===== src/rtl/pc_sequencer.sv =====
// pc_sequencer: fetch/decode/execute control FSM for the 4-bit-address
// instruction path. It steps the external program counter, latches the
// instruction word and issues the accumulator/ALU strobes. It also resolves
// the JMP and JZ branches.
//
// Ports:
//   clk          system clock, all state updates on posedge
//   rst_n        asynchronous active-low reset
//   i_start      leave IDLE/HALT and begin fetching
//   i_instr      instruction word at the current instruction memory address
//   i_mem_ready  i_instr is valid this cycle
//   i_zero       accumulator-zero flag, sampled during EXEC only
//   o_incPC      increment program counter
//   o_loadPC     load program counter from o_selPC
//   o_selPC      branch target, zero-extended ir operand
//   o_ir         registered instruction register
//   o_alu_op     00 pass-immediate, 01 add, 10 sub
//   o_acc_we     accumulator write enable
//   o_halted     high while in HALT
//   o_busy       high in FETCH, DECODE or EXEC
module pc_sequencer #(
  parameter int unsigned IW = 8,
  parameter int unsigned AW = 4
) (
  input  logic          clk,
  input  logic          rst_n,
  input  logic          i_start,
  input  logic [IW-1:0] i_instr,
  input  logic          i_mem_ready,
  input  logic          i_zero,
  output logic          o_incPC,
  output logic          o_loadPC,
  output logic [IW-1:0] o_selPC,
  output logic [IW-1:0] o_ir,
  output logic [1:0]    o_alu_op,
  output logic          o_acc_we,
  output logic          o_halted,
  output logic          o_busy
);

  localparam logic [3:0] OpLdi = 4'h1;
  localparam logic [3:0] OpAdd = 4'h2;
  localparam logic [3:0] OpSub = 4'h3;
  localparam logic [3:0] OpJmp = 4'h4;
  localparam logic [3:0] OpJz  = 4'h5;
  localparam logic [3:0] OpHlt = 4'h7;

  localparam logic [1:0] AluPass = 2'b00;
  localparam logic [1:0] AluAdd  = 2'b01;
  localparam logic [1:0] AluSub  = 2'b10;

  typedef enum logic [2:0] {
    StIdle,
    StFetch,
    StDecode,
    StExec,
    StHalt
  } state_e;

  state_e        r_state;
  state_e        w_state_next;
  logic [IW-1:0] r_ir;
  logic [3:0]    w_opcode;

  assign w_opcode = r_ir[IW-1:IW-4];

  always_ff @(posedge clk or negedge rst_n) begin
    if (!rst_n) begin
      r_state <= StIdle;
      r_ir    <= '0;
    end else begin
      r_state <= w_state_next;
      if (r_state == StFetch && i_mem_ready) begin
        r_ir <= i_instr;
      end
    end
  end

  always_comb begin
    w_state_next = r_state;
    o_incPC      = 1'b0;
    o_loadPC     = 1'b0;
    o_alu_op     = AluPass;
    o_acc_we     = 1'b0;
    o_halted     = 1'b0;
    o_busy       = 1'b0;

    case (r_state)
      StIdle: begin
        if (i_start) w_state_next = StFetch;
      end
      StFetch: begin
        o_busy = 1'b1;
        // PC advances on the same edge that captures the instruction.
        if (i_mem_ready) begin
          o_incPC      = 1'b1;
          w_state_next = StDecode;
        end
      end
      StDecode: begin
        o_busy       = 1'b1;
        w_state_next = StExec;
      end
      StExec: begin
        o_busy       = 1'b1;
        w_state_next = StFetch;
        case (w_opcode)
          OpLdi: begin
            o_acc_we = 1'b1;
            o_alu_op = AluPass;
          end
          OpAdd: begin
            o_acc_we = 1'b1;
            o_alu_op = AluAdd;
          end
          OpSub: begin
            o_acc_we = 1'b1;
            o_alu_op = AluSub;
          end
          OpJmp:   o_loadPC = 1'b1;
          OpJz:    o_loadPC = i_zero;
          OpHlt:   w_state_next = StHalt;
          default: ;  // NOP and unassigned opcodes
        endcase
      end
      StHalt: begin
        o_halted = 1'b1;
        if (i_start) w_state_next = StFetch;
      end
      default: w_state_next = StIdle;
    endcase
  end

  assign o_ir    = r_ir;
  assign o_selPC = {{(IW-AW){1'b0}}, r_ir[AW-1:0]};

endmodule


===== config.mk =====
export PLATFORM = sky130hd
export DESIGN_NAME = pc_sequencer
export DESIGN_NICKNAME = d
export VERILOG_FILES = /design/src/rtl/pc_sequencer.sv
export SDC_FILE = /design/constraint.sdc
export NUM_CORES = 1
export LEC_CHECK = 0
export ABC_AREA = 1
export CAP_MARGIN = 5
export CORE_UTILIZATION = 28
export CTS_BUF_LIST = sky130_fd_sc_hd__clkbuf_8
export DETAILED_ROUTE_END_ITERATION = 8
export PLACE_DENSITY = 0.62
export SLEW_MARGIN = 20
export SYNTH_ARGS = -nofsm -noshare
export SYNTH_HDL_FRONTEND = slang
export SYNTH_SLANG_ARGS = --single-unit

===== constraint.sdc =====
create_clock -name clk -period 3.3 [get_ports clk]
set_clock_uncertainty 0.15 [all_clocks]
set_input_delay 0.99 -clock clk [delete_from_list [all_inputs] [get_ports clk]]
set_output_delay 0.99 -clock clk [all_outputs]
set_load 0.005 [all_outputs]

==> run_results.csv <==
group,metric,value,unit
grt,busiest_layer,"met2",
grt,met3_usage,3.09,%
grt,gr-usage-met1,13.8,%
hold_path,min_from,"o_ir[3]",
clock_network,cts_buffer_depth,2,
clock_network,htreeDepth,1,
routing,vias_per_cell,4.04,
critical_path,critical_path_class,"input pin to output port",
die,core,2040,µm²
synthesis,yosysTopAreaCell,"dfrtp_1",
clock_network,cts_setup_buffers,0,
placed_design,post_dp_cell_area,927,µm²
timing,slew_headroom,65.9,%
clock_network,cts_buffers,3,
synthesis,yosysSeqAreaShare,43.2,%
routing,antenna_left,0,
pwr,irDropWorstVdd,0.000357,V
synthesis,yosys_register_bits,11,
critical_path,critical_path_required,2.16,ns
die,io_pins,36,
die,die_h,49.7,µm
synthesis,syn_area,637,µm²
timing,tightest_slew,0.510,ns
placed_design,port_buffers,31,
pwr,power,0.000799,W
die,initial_core_util,31.2,%
run_status,status,"finished, final reports clean",
cells_and_area,insertedDiodeCount,0,
clock_network,clk_latency,0.23,ns
critical_path,critPathArrivalTime,1.89,ns
critical_path,start_kind,"input pin",
grt,grtUsageTotal,10.8,%
grt,grt_overflow,0,
grt,grtUsageMet2,16.9,%
timing,hold_ws,0.355,ns
synthesis,ys.flop_type,"dfrtp_1",
cells_and_area,nNetsFinal,128,
cells_and_area,fin_area,973,µm²
timing,setup_viol,0,
cells_and_area,drive_gt1_share,13.2,%
synthesis,synthTopCellsByArea,"dfrtp_1 (43%), nand2_1 (16%), buf_4 (9.4%)",
clock_network,root_buffer,"clkbuf_8",
grt,grt_pass1_wl,2040,µm
synthesis,syn_inst,83,
critical_path,endpoint_kind,"output port",
pwr,p_leak,0.487,nW
synthesis,synth-warning-count,0,
clock_network,path_clk_slew,0.05,ns
pwr,power_density,821,nW/µm²
routing,firstDrtPassIters,3,
timing,rsz0062_at_grt,"false",
die,rows,16,
cells_and_area,num-fill-cells,219,
cells_and_area,area_growth,52.8,%
synthesis,synth_top_area_share,43.2,%
routing,wirelength,1240,µm
synthesis,synth_edf_count,0,
critical_path,cp-startpoint,"i_zero",
timing,period_share,92.0,%
hold_path,hold_path.class,"flip-flop to flip-flop",
grt,grt_max_degree,12,
clock_network,cts.repair.resized,1,
timing,finalHoldViolations,0,
die,die_w,49.7,µm
routing,num_vias,570,
critical_path,r2r_start,"r_state[1]",
die,die_area,2470,µm²
synthesis,synth_common_cells,"nand2_1 (27), dfrtp_1 (11), buf_4 (8), inv_1 (8), nor2_1 (8)",
critical_path,worst-path-max-fanout,1,
clock_network,cts_tree,"built",
placed_design,gp_congestion,0.733,
placed_design,place.detailed.hpwl,1020,µm
timing,slew_viol_final,0,
synthesis,synth.most_common_cell,"nand2_1",
routing,drc,0,
routing,dr.first_iter.drc_count,5,
timing,finalCriticalPeriod,3.03,ns
clock_network,numClockSinks,11,
synthesis,async_flop_share,100,%
synthesis,ys_types,17,
synthesis,synth.avg_cell_area,7.67,µm²
clock_network,cts_hold_buf,0,
routing,routedWlPerCell,8.82,µm
job,cap_violations,0,
timing,max_freq,330,MHz
grt,grt_pass1_vias,515,
grt,antenna_found_initial,0,
-- flip-flops by register name, summed over array words and instances (netlist names) --
name	count
o_ir	8
r_state	3
-- critical path, stage by stage --
cell and delay (ns):
clkdlybuf4s50_1 0.45, o21ai_0 0.07, nor3_1 0.13, dlygate4sd2_1 0.25
-- cell type report --
cell class | instances | area, µm² | area share, %
well taps | 27 | 33.8 | 3.47
clock buffers | 3 | 41.3 | 4.24
clock inverters | 1 | 3.75 | 0.386
repair buffers | 33 | 327 | 33.5
multi-input cells | 54 | 245 | 25.2
inverters | 12 | 47.5 | 4.88
flip-flops and latches | 11 | 275 | 28.3
-- metal layers --
layer  share of wire [%]  wire [µm]
met1                  46        575
met2                  46        573
met3                 7.6         95
met4                   0          0
met5                   0          0
-- power breakdown --
part           switching (W)  internal (W)
combinational       0.000186      0.000238
clock              0.0000469     0.0000813
sequential         0.0000519      0.000196
total               0.000284      0.000514
-- worst paths after layout --
kind	endpoint	slack (ns)	depth (start not counted)
worst max-delay path	o_loadPC	0.27	4
worst min-delay path	o_ir[3]	0.35	2
worst max register to register	o_ir[5]	2.04	8
worst min register to register	o_ir[3]	0.35	2
max in group asynchronous	r_state[1]	1.71	1
min in group asynchronous	o_ir[5]	0.95	1
-- logic make-up (layout without fill, tap and decap cells) --
| logic type | Yosys count | in the layout | share of synthesized area, % |
|---|---|---|---|
| other cells | 1 | 4 | 0.589 |
| flops | 11 | 11 | 43.2 |
| simple gates | 44 | 44 | 29.7 |
| buf+inv | 21 | 49 | 20.0 |
| compound gates | 6 | 6 | 6.48 |
-- through the flow --
step | setup TNS, ns | utilization, % | setup slack, ns | cells
global route | 0 | 47.7 | 0.198 | 141
global placement | 0 | 45.4 | 0.0125 | 137
finish | 0 | 47.7 | 0.266 | 141
detailed placement | -0.00428 | 45.4 | -0.00428 | 137
floorplan | 0 | - | 0.927 | 86
CTS | 0 | 47.5 | 0.00914 | 141
-- placed cells by master, fill, tap and decap left out, drive strengths merged --
master,count
dlygate4sd2,1
clkdlybuf4s50,29
nand3,4
inv,13
nor2,8
conb,4
clkbuf,3
buf,2
dlymetal6s2s,1
nand2,29
dfrtp,11
a21oi,1
o21ai,5
nor3,3
Note: power is estimated with default switching activity, not from simulation.
